<file path="src/rtl/autoconfig_pkg.sv">
// Shared types and constants for the Zorro II autoconfig initiator:
// FSM state encoding, A6:A1 register addresses in the $E800xx page,
// Z2 memory space geometry and the size-code decoder.
package autoconfig_pkg;

  typedef enum logic [3:0] {
    S_IDLE,
    S_RD00,
    S_RD02,
    S_RD08,
    S_RDMFG,
    S_ALLOC,
    S_WR4A,
    S_WR48,
    S_WR4C,
    S_NEXT,
    S_DONE
  } state_t;

  // Word addresses (A6:A1) of the autoconfig registers
  localparam logic [5:0] ADDR_TYPE    = 6'h00;  // byte $00
  localparam logic [5:0] ADDR_SIZE    = 6'h01;  // byte $02
  localparam logic [5:0] ADDR_PROD    = 6'h02;  // byte $04, $06 follows
  localparam logic [5:0] ADDR_FLAGS   = 6'h04;  // byte $08
  localparam logic [5:0] ADDR_MFG     = 6'h08;  // byte $10..$16
  localparam logic [5:0] ADDR_BASE_HI = 6'h24;  // byte $48
  localparam logic [5:0] ADDR_BASE_LO = 6'h25;  // byte $4A
  localparam logic [5:0] ADDR_SHUTUP  = 6'h26;  // byte $4C

  // Z2 space starts at $200000 (A23:A16 = $20) and spans 128 x 64K
  localparam logic [7:0] Z2_BASE  = 8'h20;
  localparam logic [8:0] Z2_UNITS = 9'd128;

  // Decoded (already un-inverted) size code to 64K units; code 0 is 8MB
  function automatic logic [7:0] size_to_units(input logic [2:0] sz);
    if (sz == 3'd0) return 8'd128;
    else            return 8'd1 << (sz - 3'd1);
  endfunction

endpackage

</file>
<file path="src/rtl/autoconfig_master_if.sv">
// Nibble bus between the autoconfig initiator and the 68K bus-cycle engine.
interface autoconfig_master_if;
  logic       bus_req;
  logic       bus_rw;
  logic [5:0] bus_addr;
  logic [3:0] bus_wdata;
  logic [3:0] bus_rdata;
  logic       bus_ack;

  modport master (
    output bus_req, bus_rw, bus_addr, bus_wdata,
    input  bus_rdata, bus_ack
  );

  modport slave (
    input  bus_req, bus_rw, bus_addr, bus_wdata,
    output bus_rdata, bus_ack
  );
endinterface

</file>
<file path="src/rtl/autoconfig_master_alloc.sv">
// ac_alloc: combinational placement of one board in Z2 space.
// Rounds the free pointer up to the board's natural alignment, tests
// whether the board still fits below the top of the space and produces
// the A23:A16 base and the advanced free pointer.
module ac_alloc
  import autoconfig_pkg::*;
(
  input  logic [7:0] i_nxt,
  input  logic [7:0] i_units,
  output logic [7:0] o_base,
  output logic [7:0] o_nxt_new,
  output logic       o_fit
);

  logic [8:0] w_mask;
  logic [8:0] w_sum;
  logic [8:0] w_al;
  logic [8:0] w_end;

  // 9-bit arithmetic so a full 8MB board past a non-zero pointer cannot wrap
  assign w_mask    = {1'b0, i_units} - 9'd1;
  assign w_sum     = {1'b0, i_nxt} + w_mask;
  assign w_al      = w_sum & ~w_mask;
  assign w_end     = w_al + {1'b0, i_units};
  assign o_fit     = (w_end <= Z2_UNITS);
  assign o_base    = Z2_BASE + w_al[7:0];
  assign o_nxt_new = w_end[7:0];

endmodule

</file>
<file path="src/rtl/autoconfig_master.sv">
// autoconfig_master: Zorro II autoconfig initiator.
// Walks the $E80000 chain one board at a time, reads type/size/flags,
// places each board at an aligned base in $200000-$9FFFFF and writes
// the base ($4A low nibble, then $48), or shuts the board up ($4C).
// Optional build macro AC_MFG_CAPTURE_EN adds product/manufacturer
// capture (state RDMFG, ports last_product / last_mfg).
module autoconfig_master
  import autoconfig_pkg::*;
#(
  parameter int MAX_BOARDS = 8,
  parameter int TIMEOUT    = 255
) (
  input  logic                 CLK,
  input  logic                 _RST,
  input  logic                 start,
  autoconfig_master_if.master  bus,
  output logic                 busy,
  output logic                 done,
  output logic [3:0]           board_count,
  output logic [3:0]           shut_count,
  output logic [7:0]           mem_top
`ifdef AC_MFG_CAPTURE_EN
  ,
  output logic [7:0]           last_product,
  output logic [15:0]          last_mfg
`endif
);

  state_t     r_state,   w_state_n;
  logic       r_req,     w_req_n;
  logic       r_rw,      w_rw_n;
  logic [5:0] r_addr,    w_addr_n;
  logic [3:0] r_wdata,   w_wdata_n;
  logic [7:0] r_tmo,     w_tmo_n;
  logic [7:0] r_units,   w_units_n;
  logic [7:0] r_nxt,     w_nxt_n;
  logic [7:0] r_base,    w_base_n;
  logic       r_noshut,  w_noshut_n;
  logic [3:0] r_bcnt,    w_bcnt_n;
  logic [3:0] r_scnt,    w_scnt_n;
  logic [7:0] r_mem_top, w_mem_top_n;
`ifdef AC_MFG_CAPTURE_EN
  logic [2:0]  r_mfg_idx, w_mfg_idx_n;
  logic [7:0]  r_product, w_product_n;
  logic [15:0] r_mfg,     w_mfg_n;
`endif

  logic       w_is_bus;
  logic       w_got;
  logic       w_tmo_hit;
  logic [4:0] w_total;
  logic [7:0] w_al_base;
  logic [7:0] w_al_nxt;
  logic       w_al_fit;

  assign w_is_bus  = (r_state inside {S_RD00, S_RD02, S_RD08, S_RDMFG,
                                      S_WR4A, S_WR48, S_WR4C});
  // An ack only counts while a request is actually outstanding
  assign w_got     = r_req & bus.bus_ack;
  assign w_tmo_hit = (r_tmo == 8'(TIMEOUT - 1));
  assign w_total   = {1'b0, r_bcnt} + {1'b0, r_scnt};

  ac_alloc u_alloc (
    .i_nxt     (r_nxt),
    .i_units   (r_units),
    .o_base    (w_al_base),
    .o_nxt_new (w_al_nxt),
    .o_fit     (w_al_fit)
  );

  // Next-state, bus handshake and bookkeeping; every register holds by default
  always_comb begin
    w_state_n   = r_state;
    w_req_n     = r_req;
    w_rw_n      = r_rw;
    w_addr_n    = r_addr;
    w_wdata_n   = r_wdata;
    w_tmo_n     = r_tmo;
    w_units_n   = r_units;
    w_nxt_n     = r_nxt;
    w_base_n    = r_base;
    w_noshut_n  = r_noshut;
    w_bcnt_n    = r_bcnt;
    w_scnt_n    = r_scnt;
    w_mem_top_n = r_mem_top;
`ifdef AC_MFG_CAPTURE_EN
    w_mfg_idx_n = r_mfg_idx;
    w_product_n = r_product;
    w_mfg_n     = r_mfg;
`endif

    // Bus states: address/direction follow the state so they are already
    // stable when bus_req rises one cycle after entry (this entry cycle is
    // also the mandatory idle gap between consecutive cycles).
    if (w_is_bus) begin
      w_rw_n    = 1'b1;
      w_wdata_n = 4'h0;
      case (r_state)
        S_RD00:  w_addr_n = ADDR_TYPE;
        S_RD02:  w_addr_n = ADDR_SIZE;
        S_RD08:  w_addr_n = ADDR_FLAGS;
`ifdef AC_MFG_CAPTURE_EN
        S_RDMFG: w_addr_n = (r_mfg_idx < 3'd2) ? (ADDR_PROD + {3'b0, r_mfg_idx})
                                                : (ADDR_MFG + {3'b0, r_mfg_idx} - 6'd2);
`endif
        S_WR4A: begin
          w_rw_n    = 1'b0;
          w_addr_n  = ADDR_BASE_LO;
          w_wdata_n = r_base[3:0];
        end
        S_WR48: begin
          w_rw_n    = 1'b0;
          w_addr_n  = ADDR_BASE_HI;
          w_wdata_n = r_base[7:4];
        end
        S_WR4C: begin
          w_rw_n    = 1'b0;
          w_addr_n  = ADDR_SHUTUP;
          w_wdata_n = 4'h0;
        end
        default: w_addr_n = r_addr;
      endcase

      if (!r_req) begin
        w_req_n = 1'b1;
        w_tmo_n = 8'd0;
      end else if (bus.bus_ack) begin
        w_req_n = 1'b0;
      end else if (w_tmo_hit) begin
        // No response: empty slot or dead board, either way the scan ends
        w_req_n   = 1'b0;
        w_state_n = S_DONE;
      end else begin
        w_tmo_n = r_tmo + 8'd1;
      end
    end

    case (r_state)
      S_IDLE: begin
        if (start) begin
          w_state_n   = S_RD00;
          w_bcnt_n    = 4'd0;
          w_scnt_n    = 4'd0;
          w_nxt_n     = 8'd0;
          w_mem_top_n = Z2_BASE;
          w_tmo_n     = 8'd0;
        end
      end
      S_RD00: begin
        if (w_got) w_state_n = (bus.bus_rdata[3:2] == 2'b11) ? S_RD02 : S_DONE;
      end
      S_RD02: begin
        if (w_got) begin
          w_units_n = size_to_units(~bus.bus_rdata[2:0]);
          w_state_n = S_RD08;
        end
      end
      S_RD08: begin
        if (w_got) begin
          w_noshut_n = ~bus.bus_rdata[2];
`ifdef AC_MFG_CAPTURE_EN
          w_mfg_idx_n = 3'd0;
          w_state_n   = S_RDMFG;
`else
          w_state_n   = S_ALLOC;
`endif
        end
      end
`ifdef AC_MFG_CAPTURE_EN
      S_RDMFG: begin
        if (w_got) begin
          case (r_mfg_idx)
            3'd0:    w_product_n[7:4] = ~bus.bus_rdata;
            3'd1:    w_product_n[3:0] = ~bus.bus_rdata;
            3'd2:    w_mfg_n[15:12]   = ~bus.bus_rdata;
            3'd3:    w_mfg_n[11:8]    = ~bus.bus_rdata;
            3'd4:    w_mfg_n[7:4]     = ~bus.bus_rdata;
            default: w_mfg_n[3:0]     = ~bus.bus_rdata;
          endcase
          if (r_mfg_idx == 3'd5) w_state_n = S_ALLOC;
          else                   w_mfg_idx_n = r_mfg_idx + 3'd1;
        end
      end
`endif
      S_ALLOC: begin
        if (w_al_fit) begin
          w_base_n    = w_al_base;
          w_nxt_n     = w_al_nxt;
          w_mem_top_n = Z2_BASE + w_al_nxt;
          w_state_n   = S_WR4A;
        end else if (r_noshut) begin
          // A board that refuses shut-up keeps the chain blocked
          w_state_n = S_DONE;
        end else begin
          w_state_n = S_WR4C;
        end
      end
      S_WR4A: begin
        if (w_got) w_state_n = S_WR48;
      end
      S_WR48: begin
        if (w_got) begin
          w_bcnt_n  = r_bcnt + 4'd1;
          w_state_n = S_NEXT;
        end
      end
      S_WR4C: begin
        if (w_got) begin
          w_scnt_n  = r_scnt + 4'd1;
          w_state_n = S_NEXT;
        end
      end
      S_NEXT: begin
        w_state_n = (w_total == 5'(MAX_BOARDS)) ? S_DONE : S_RD00;
      end
      S_DONE: begin
        w_state_n = S_IDLE;
      end
      default: begin
        w_state_n = S_IDLE;
      end
    endcase
  end

  // State register; reset forces the bus idle without waiting for a clock
  always_ff @(posedge CLK or negedge _RST) begin
    if (!_RST) begin
      r_state   <= S_IDLE;
      r_req     <= 1'b0;
      r_rw      <= 1'b1;
      r_addr    <= 6'd0;
      r_wdata   <= 4'd0;
      r_tmo     <= 8'd0;
      r_units   <= 8'd0;
      r_nxt     <= 8'd0;
      r_base    <= 8'd0;
      r_noshut  <= 1'b0;
      r_bcnt    <= 4'd0;
      r_scnt    <= 4'd0;
      r_mem_top <= Z2_BASE;
`ifdef AC_MFG_CAPTURE_EN
      r_mfg_idx <= 3'd0;
      r_product <= 8'd0;
      r_mfg     <= 16'd0;
`endif
    end else begin
      r_state   <= w_state_n;
      r_req     <= w_req_n;
      r_rw      <= w_rw_n;
      r_addr    <= w_addr_n;
      r_wdata   <= w_wdata_n;
      r_tmo     <= w_tmo_n;
      r_units   <= w_units_n;
      r_nxt     <= w_nxt_n;
      r_base    <= w_base_n;
      r_noshut  <= w_noshut_n;
      r_bcnt    <= w_bcnt_n;
      r_scnt    <= w_scnt_n;
      r_mem_top <= w_mem_top_n;
`ifdef AC_MFG_CAPTURE_EN
      r_mfg_idx <= w_mfg_idx_n;
      r_product <= w_product_n;
      r_mfg     <= w_mfg_n;
`endif
    end
  end

  assign bus.bus_req   = r_req;
  assign bus.bus_rw    = r_rw;
  assign bus.bus_addr  = r_addr;
  assign bus.bus_wdata = r_wdata;
  assign busy          = (r_state != S_IDLE);
  assign done          = (r_state == S_DONE);
  assign board_count   = r_bcnt;
  assign shut_count    = r_scnt;
  assign mem_top       = r_mem_top;
`ifdef AC_MFG_CAPTURE_EN
  assign last_product  = r_product;
  assign last_mfg      = r_mfg;
`endif

endmodule

</file>
<file path="src/flat_wrapper.sv">
// flat-port wrapper written by rule: the top's interface ports become plain ports
module autoconfig_master_flat import autoconfig_pkg::*;
#(
  parameter int MAX_BOARDS = 8,
  parameter int TIMEOUT    = 255
)
  (CLK, _RST, start, busy, done, board_count, shut_count, mem_top, bus_bus_req, bus_bus_rw, bus_bus_addr, bus_bus_wdata, bus_bus_rdata, bus_bus_ack);
  autoconfig_master_if bus_i ();
  input  logic CLK;
  input  logic _RST;
  input  logic start;
  output logic busy;
  output logic done;
  output logic [3:0] board_count;
  output logic [3:0] shut_count;
  output logic [7:0] mem_top;
  output wire logic [$bits(bus_i.bus_req)-1:0] bus_bus_req;
  output wire logic [$bits(bus_i.bus_rw)-1:0] bus_bus_rw;
  output wire logic [$bits(bus_i.bus_addr)-1:0] bus_bus_addr;
  output wire logic [$bits(bus_i.bus_wdata)-1:0] bus_bus_wdata;
  input wire logic [$bits(bus_i.bus_rdata)-1:0] bus_bus_rdata;
  input wire logic [$bits(bus_i.bus_ack)-1:0] bus_bus_ack;
  assign bus_bus_req = bus_i.bus_req;
  assign bus_bus_rw = bus_i.bus_rw;
  assign bus_bus_addr = bus_i.bus_addr;
  assign bus_bus_wdata = bus_i.bus_wdata;
  assign bus_i.bus_rdata = bus_bus_rdata;
  assign bus_i.bus_ack = bus_bus_ack;
  autoconfig_master #(.MAX_BOARDS(MAX_BOARDS), .TIMEOUT(TIMEOUT)) u_core (.CLK(CLK), ._RST(_RST), .start(start), .bus(bus_i), .busy(busy), .done(done), .board_count(board_count), .shut_count(shut_count), .mem_top(mem_top));
endmodule
</file>
<file path="config.mk">
export PLATFORM = sky130hd
export DESIGN_NAME = autoconfig_master_flat
export DESIGN_NICKNAME = d
export VERILOG_FILES = /design/src/rtl/autoconfig_pkg.sv /design/src/rtl/autoconfig_master_if.sv /design/src/rtl/autoconfig_master_alloc.sv /design/src/rtl/autoconfig_master.sv /design/src/flat_wrapper.sv
export SDC_FILE = /design/constraint.sdc
export NUM_CORES = 1
export LEC_CHECK = 0
export CELL_PAD_IN_SITES_DETAIL_PLACEMENT = 0
export CELL_PAD_IN_SITES_GLOBAL_PLACEMENT = 2
export CORE_ASPECT_RATIO = 1.2
export CORE_UTILIZATION = 37
export CTS_BUF_LIST = sky130_fd_sc_hd__clkbuf_8
export DETAILED_ROUTE_END_ITERATION = 8
export PLACE_DENSITY_LB_ADDON = 0.1
export SLEW_MARGIN = 40
export SYNTH_ARGS = -nofsm -noshare
export SYNTH_HDL_FRONTEND = slang
export SYNTH_SLANG_ARGS = --single-unit
</file>
<file path="constraint.sdc">
create_clock -name CLK -period 5.3 [get_ports CLK]
set_input_delay 1.06 -clock CLK [delete_from_list [all_inputs] [get_ports CLK]]
set_output_delay 1.06 -clock CLK [all_outputs]
set_load 0.05 [all_outputs]
</file>
# == After elaboration in Yosys (flattened, before gate mapping) ==
# Index checks and enable logic that the tools add are counted.
# totals
ff_bits,65
in_bits,8
output_inout_bits,30
word_cells,103
# classes
n_addsub,10
magnitude_cmp,1
n_eq_ne,17
n_shift,1
muxes,39
bitwise_logic,5
reduce_logical,17
# op_table
cell,n
$mux W8,11
$mux W4,16
$pmux W6 S6,1
$pmux W4 S8,1
$pmux W8 S2,2
$pmux W4 S2,3
$add A6 B8 Y8 const A,2
$eq A4 B3 Y1 const B,4
$eq A4 B4 Y1 const B,3
$add A8 B9 Y9,1
$add A9 B8 Y9,1
$and A9 B9 Y9,1
$le A9 B8 Y1 const B,1
$not A9 Y9,1
$reduce_and A3 Y1,3
$sub A8 B1 Y9 const B,1
$add A4 B1 Y4 const B,2
$add A8 B1 Y8 const B,1
$eq A4 B2 Y1 const B,2
$eq A8 B8 Y1 const B,1
$reduce_and A2 Y1,4
$shl A1 B3 Y8 const A,1
$reduce_bool A7 Y1,1
$reduce_bool A2 Y1,3
other kinds (18),23

# == Logic depth before layout (Yosys ltp) ==
# depth
ltp_word,7
ltp_mapped,20
depth_no_buf,19

# == By module ==
# Synthesis repeated with hierarchy kept, for this count alone.
# unflattened
hier_cells,501
hier_area_um2,4400.5
# modules_own_cells
mod,instances,cells_per_inst,area_each_um2
autoconfig_master,1,337,3236.9
ac_alloc,1,164,1163.6

# == Worst setup path after synthesis ==
# Ideal clock, no wire load.
# synth_path
path_kind,register -> register
from,register u_core.r_units[1]
to,register u_core.r_base[0]
setup_ns,0.125
t_arrival_ns,4.105
required_time_ns,5.175
setup_slack_ns,1.070
stages_incl_launch_ff,17
path_buffers,3
path_cell_list,dfrtp_1 > clkbuf_1 > inv_1 > ha_1 > or3b_4 > or3_1 > buf_2 > xnor2_1 > ha_1 > or3_1 > nand2_1 > mux2_2 > or3_4 > a211oi_4 > o21bai_2 > buf_6 > mux2_4
# synth_between
elab_chain_len,6
# synth_lines
item,line,text
"start, declared",autoconfig_master.sv:35,"logic [7:0] r_units, w_units_n;"
"start signal, assigned",autoconfig_master.sv:253,r_units <= w_units_n;
$sub A8 B1 Y9,autoconfig_master_alloc.sv:21,"assign w_mask = {1'b0, i_units} - 9'd1;"
$add A8 B9 Y9 / $not A9 Y9 (equally long branches),"autoconfig_master_alloc.sv:22, autoconfig_master_alloc.sv:23",
$and A9 B9 Y9,autoconfig_master_alloc.sv:23,assign w_al = w_sum & ~w_mask;
$add A9 B8 Y9 *,autoconfig_master_alloc.sv:24,"assign w_end = w_al + {1'b0, i_units};"
$le A9 B8 Y1 *,autoconfig_master_alloc.sv:25,assign o_fit = (w_end <= Z2_UNITS);
$reduce_and A2 Y1 (no source line) *,--,
"end signal, assigned",autoconfig_master.sv:255,r_base <= w_base_n;
"end, declared",autoconfig_master.sv:37,"logic [7:0] r_base, w_base_n;"
# Every way passes the cells marked *; elsewhere a longest branch is shown, timed or not.
# A chain may end at the register's enable or synchronous reset.

# == Worst setup path in the final report ==
# layout_path
from,register u_core.r_units[0]
to,"register u_core.r_mem_top[3], in the netlist u_core.mem_top[3]"
# layout_between
elab_chain_len,7
# layout_lines
item,line,text
$sub A8 B1 Y9,autoconfig_master_alloc.sv:21,
$add A8 B9 Y9 / $not A9 Y9 (equally long branches),"autoconfig_master_alloc.sv:22, autoconfig_master_alloc.sv:23",
$and A9 B9 Y9,autoconfig_master_alloc.sv:23,
$add A9 B8 Y9 *,autoconfig_master_alloc.sv:24,
$add A6 B8 Y8 / $le A9 B8 Y1 (equally long branches),"autoconfig_master.sv:189, autoconfig_master_alloc.sv:25",
$mux W8 / $ne A2 B2 Y1 (equally long branches),--,
$pmux W8 S2 / $reduce_and A3 Y1 (equally long branches),--,
"end signal, assigned",autoconfig_master.sv:259,r_mem_top <= w_mem_top_n;
"end, declared",autoconfig_master.sv:41,"logic [7:0] r_mem_top, w_mem_top_n;"
# Every way passes the cells marked *; elsewhere a longest branch is shown, timed or not. The select of a mux whose other input is x is not followed.

==> flow_metrics.py <==
metrics = {
    "timing": {
        "hold_viol": 0,
        "worstMarginPinSlew_ps": 704,
        "slew_violations": 0,
        "max_slew_margin": 0.529,
        "timing.fmax_ghz": 0.210,
        "clock_skew_ps": 6.65,
        "hold_slack_ps": 483,
        "fin_setup_tns_ps": 0,
        "fin_crit_ps": 4760,
        "finalCritPeriodShare": 0.899,
        "rsz0062_at_grt": "no",
        "setup_viol": 0,
    },
    "critical_path": {
        "end_kind": "register",
        "start_kind": "register",
        "cpMaxStageDelayCell": "or3b_4",
        "rr_worst_depth": 15,
        "r2r_end": "u_core.mem_top[3]$_DFFE_PN0P_",
        "path_max_fanout": 16,
        "arrival_ps": 5030,
        "path_common_cell": "mux2i_1",
        "cpLargestDelayFamily": "multiplexers",
        "reg2reg_from": "u_core.r_units[0]$_DFFE_PN0P_",
        "r2r_slack_ps": 540,
        "critical_path.max_stage_delay_ps": 430,
        "path_class": "register to register",
        "path_cells": "inv_1 -> ha_1 -> or3b_4 -> xnor2_1 -> ha_1 -> a21oi_1 -> mux2i_1 -> nand3_1 -> mux2i_1 -> a211oi_1 -> o21ai_0 -> mux2i_1 -> o21bai_4 -> buf_4 -> mux2i_1",
        "crit_required_ps": 5570,
        "cp_num_buf_inv": 2,
    },
    "hold_path": {
        "holdPathEnd": "u_core.bus.bus_wdata[0]$_DFFE_PN0N_",
        "hold_path_depth": 2,
        "hold_class": "register to register",
        "hp-start": "u_core.bus.bus_wdata[0]$_DFFE_PN0N_",
    },
    "floorplan": {
        "core_area_um2": 10700,
        "start_util": 0.387,
        "ioPinCount": 38,
        "die_y_um": 118,
        "die_area_um2": 11600,
        "die_x_um": 98.5,
        "num_rows": 41,
    },
    "clock_tree": {
        "htreeDepth": 3,
        "clkTransAtPathRegs_ps": 70,
        "cts-resized-gates": 0,
        "cts-root-buf": "clkbuf_8",
        "cts_tree": "yes",
        "cts_buffers": 9,
        "clk_latency_ps": 340,
        "post_cts_buffers": 0,
        "clock_path_buffers": 2,
        "clock_sinks": 58,
        "hold_buffers": 0,
    },
    "cells_and_area": {
        "drive_gt1_frac": 0.0827,
        "area_delta_synth_final_pct": 16.0,
        "nFillCells": 1092,
        "antennaDiodeCount": 0,
        "fin_nets": 535,
    },
    "global_routing": {
        "grt_pass1_vias": 3525,
        "grt_pass1_wl_mm": 18.5,
        "grt_max_degree": 59,
        "antenna_found_initial": 0,
        "grt-ovfl-total": 0,
        "grt_usage": 0.206,
    },
    "synthesis": {
        "ys_seq_area_frac": 0.352,
        "ys.flop_type": "dfrtp_1",
        "syn_inst": 475,
        "synth_edf_count": 0,
        "ys_types": 64,
        "syn-mean-instance-area_um2": 8.70,
        "yosys_warnings": 0,
        "async_flop_share": 1.00,
        "ys_ff_latch": 58,
        "syn-cell-area_um2": 4130,
    },
    "pwr": {
        "switching_share": 0.505,
        "p_per_area_nw_per_um2": 720,
        "power_frac_comb": 0.656,
        "switchingPower_mw": 1.74,
        "p_clk_frac": 0.135,
        "leakage_nw": 2.25,
        "seq_power_share": 0.209,
        "p_int_mw": 1.71,
        "total_power_mw": 3.45,
        "ir_worst_vdd_uv": 360,
    },
    "routing": {
        "wirelength_mm": 11.3,
        "via_per_inst": 5.50,
        "drt_iter0_drc": 169,
        "wire_per_inst_um": 17.7,
        "dr_total_vias": 3504,
        "ant_nets": 0,
        "dr.pass1.iters": 7,
        "drc": 0,
    },
    "placement": {
        "portBuffers": 35,
        "gp_congestion": 0.842,
        "dp_hpwl_mm": 8.57,
    },
    "outcome": {
        "outcome": "completed",
    },
    "run": {
        "maxCapViolCount": 0,
    },
}
[worst register-to-register path: cells and delay by family, from the launching register on]
family	cells	cell delay, ps
muxes	4	1230
AOI/OAI and AO/OA	4	1150
and+or+nand+nor	2	620
adders and majority gates	2	600
DFF	1	380
buffers and inverters	2	370
xor gates and xnor gates	1	350
[power by group through the flow]
| stage | combinational (mW) | sequential [mW] | clock, mW |
|---|---|---|---|
| after global routing | 2.51 | 0.746 | 0.500 |
| after global placement | 2.25 | 0.729 | 0 |
| after detailed placement | 2.26 | 0.731 | 0 |
| after floorplan | 1.68 | 0.722 | 0 |
| final | 2.26 | 0.721 | 0.466 |
| after CTS | 2.28 | 0.723 | 0.482 |
[metrics by stage]
| step | std cells | setup WS, ps | cell area [µm²] | util |
|---|---|---|---|---|
| after floorplan | 476 | 1070 | 4140 | - |
| after global placement | 621 | 400 | 4560 | 0.428 |
| after detailed placement | 621 | 524 | 4570 | 0.428 |
| after CTS | 637 | 514 | 4790 | 0.449 |
| after global routing | 637 | 25.7 | 4790 | 0.449 |
| final | 637 | 535 | 4790 | 0.449 |
[state kept, by name (all words and copies together), names as in the netlist]
name / count
u_core.mem_top: 8
u_core.r_base: 8
u_core.r_tmo: 8
u_core.r_units: 8
u_core.board_count: 4
u_core.bus.bus_addr: 4
u_core.bus.bus_wdata: 4
u_core.r_state: 4
u_core.shut_count: 4
u_core.r_nxt: 3
u_core.bus.bus_req: 1
u_core.bus.bus_rw: 1
u_core.r_noshut: 1
[worst max-delay path by stage]
stage,cells after the start,slack [ps],from,end
6_report,15,540,u_core.r_units[0]$_DFFE_PN0P_,u_core.mem_top[3]$_DFFE_PN0P_
5_1_grt,17,30,u_core.r_units[0]$_DFFE_PN0P_,u_core.mem_top[3]$_DFFE_PN0P_
4_1_cts,18,510,u_core.r_units[0]$_DFFE_PN0P_,u_core.mem_top[3]$_DFFE_PN0P_
3_5_place_dp,18,520,u_core.r_units[0]$_DFFE_PN0P_,u_core.mem_top[1]$_DFFE_PN0P_
3_3_place_gp,18,400,u_core.r_units[0]$_DFFE_PN0P_,u_core.mem_top[4]$_DFFE_PN0P_
2_1_floorplan,16,1070,u_core.r_units[1]$_DFFE_PN0P_,u_core.r_base[0]$_DFFE_PN0P_
[synth_stat cells, drive strengths merged (2+ instances only)]
cell type / n / area [µm²]
ha: 22 / 275
a311oi: 2 / 17.5
nand4: 9 / 56.3
o41ai: 5 / 43.8
a21boi: 3 / 22.5
inv: 31 / 116
nand4bb: 2 / 22.5
xnor2: 11 / 96.3
nand3: 14 / 70.1
o22ai: 2 / 12.5
nor3: 13 / 70.1
nand4b: 3 / 26.3
xor2: 12 / 105
nor2b: 4 / 25.0
nand2b: 3 / 18.8
or2: 2 / 12.5
mux2i: 23 / 230
a21o: 5 / 37.5
o22a: 2 / 17.5
nand2: 52 / 195
fa: 2 / 40.0
nor4: 2 / 12.5
buf: 12 / 86.3
and3: 6 / 37.5
or3: 4 / 30.0
o211ai: 4 / 30.0
dfrtp: 56 / 1400
nor2: 40 / 150
a31oi: 5 / 31.3
clkbuf: 16 / 61.3
dfstp: 2 / 52.6
a21oi: 25 / 125
o31ai: 5 / 37.5
a211oi: 4 / 42.5
mux2: 8 / 113
and2: 4 / 25.0
o21ai: 40 / 200
and4b: 3 / 30.0
a41oi: 2 / 17.5
[metal layers]
layer / up-vias / global-route usage / wire length (µm) / part of all wire
met5: - / 0 / 0 / 0
met2: 64 / 0.362 / 5750 / 0.51
met3: 22 / 0.0416 / 350 / 0.031
met1: 1679 / 0.240 / 4790 / 0.43
met4: 0 / 0.0905 / 375 / 0.033
li1: 1739 / - / - / -
[logic make-up after synthesis]
kind of cell,Yosys count,share of synthesized area
other,1,0.000908
buffers and inverters,59,0.0639
flip-flops,58,0.352
adder cells (fa/ha/maj),24,0.0763
AO/OA/AOI/OAI,115,0.179
XOR/XNOR,23,0.0488
multiplexers,31,0.0830
AND/OR/NAND/NOR,164,0.196
[area by class of cell]
class,count,area (µm²),share of cell area
Clock buffer,10,138,0.0287
Clock inverter,6,81.3,0.0170
Inverter,31,116,0.0243
Multi-Input combinational cell,359,2420,0.506
Sequential cell,58,1450,0.303
Tap cell,129,161,0.0337
Timing Repair Buffer,44,417,0.0869
[layout by cell type (no fill, tap or decap), types with 8 or more instances in the layout]
master / count
buf_4: 8
a21oi_1: 25
inv_1: 32
ha_1: 22
nor2_1: 40
dfrtp_1: 56
xor2_1: 12
xnor2_1: 11
nor3_1: 12
clkbuf_8: 10
nand2_1: 52
o21ai_0: 39
clkdlybuf4s50_1: 34
nand3_1: 14
nand4_1: 9
mux2i_1: 23
No activity file was read; power rests on OpenSTA's default activity.
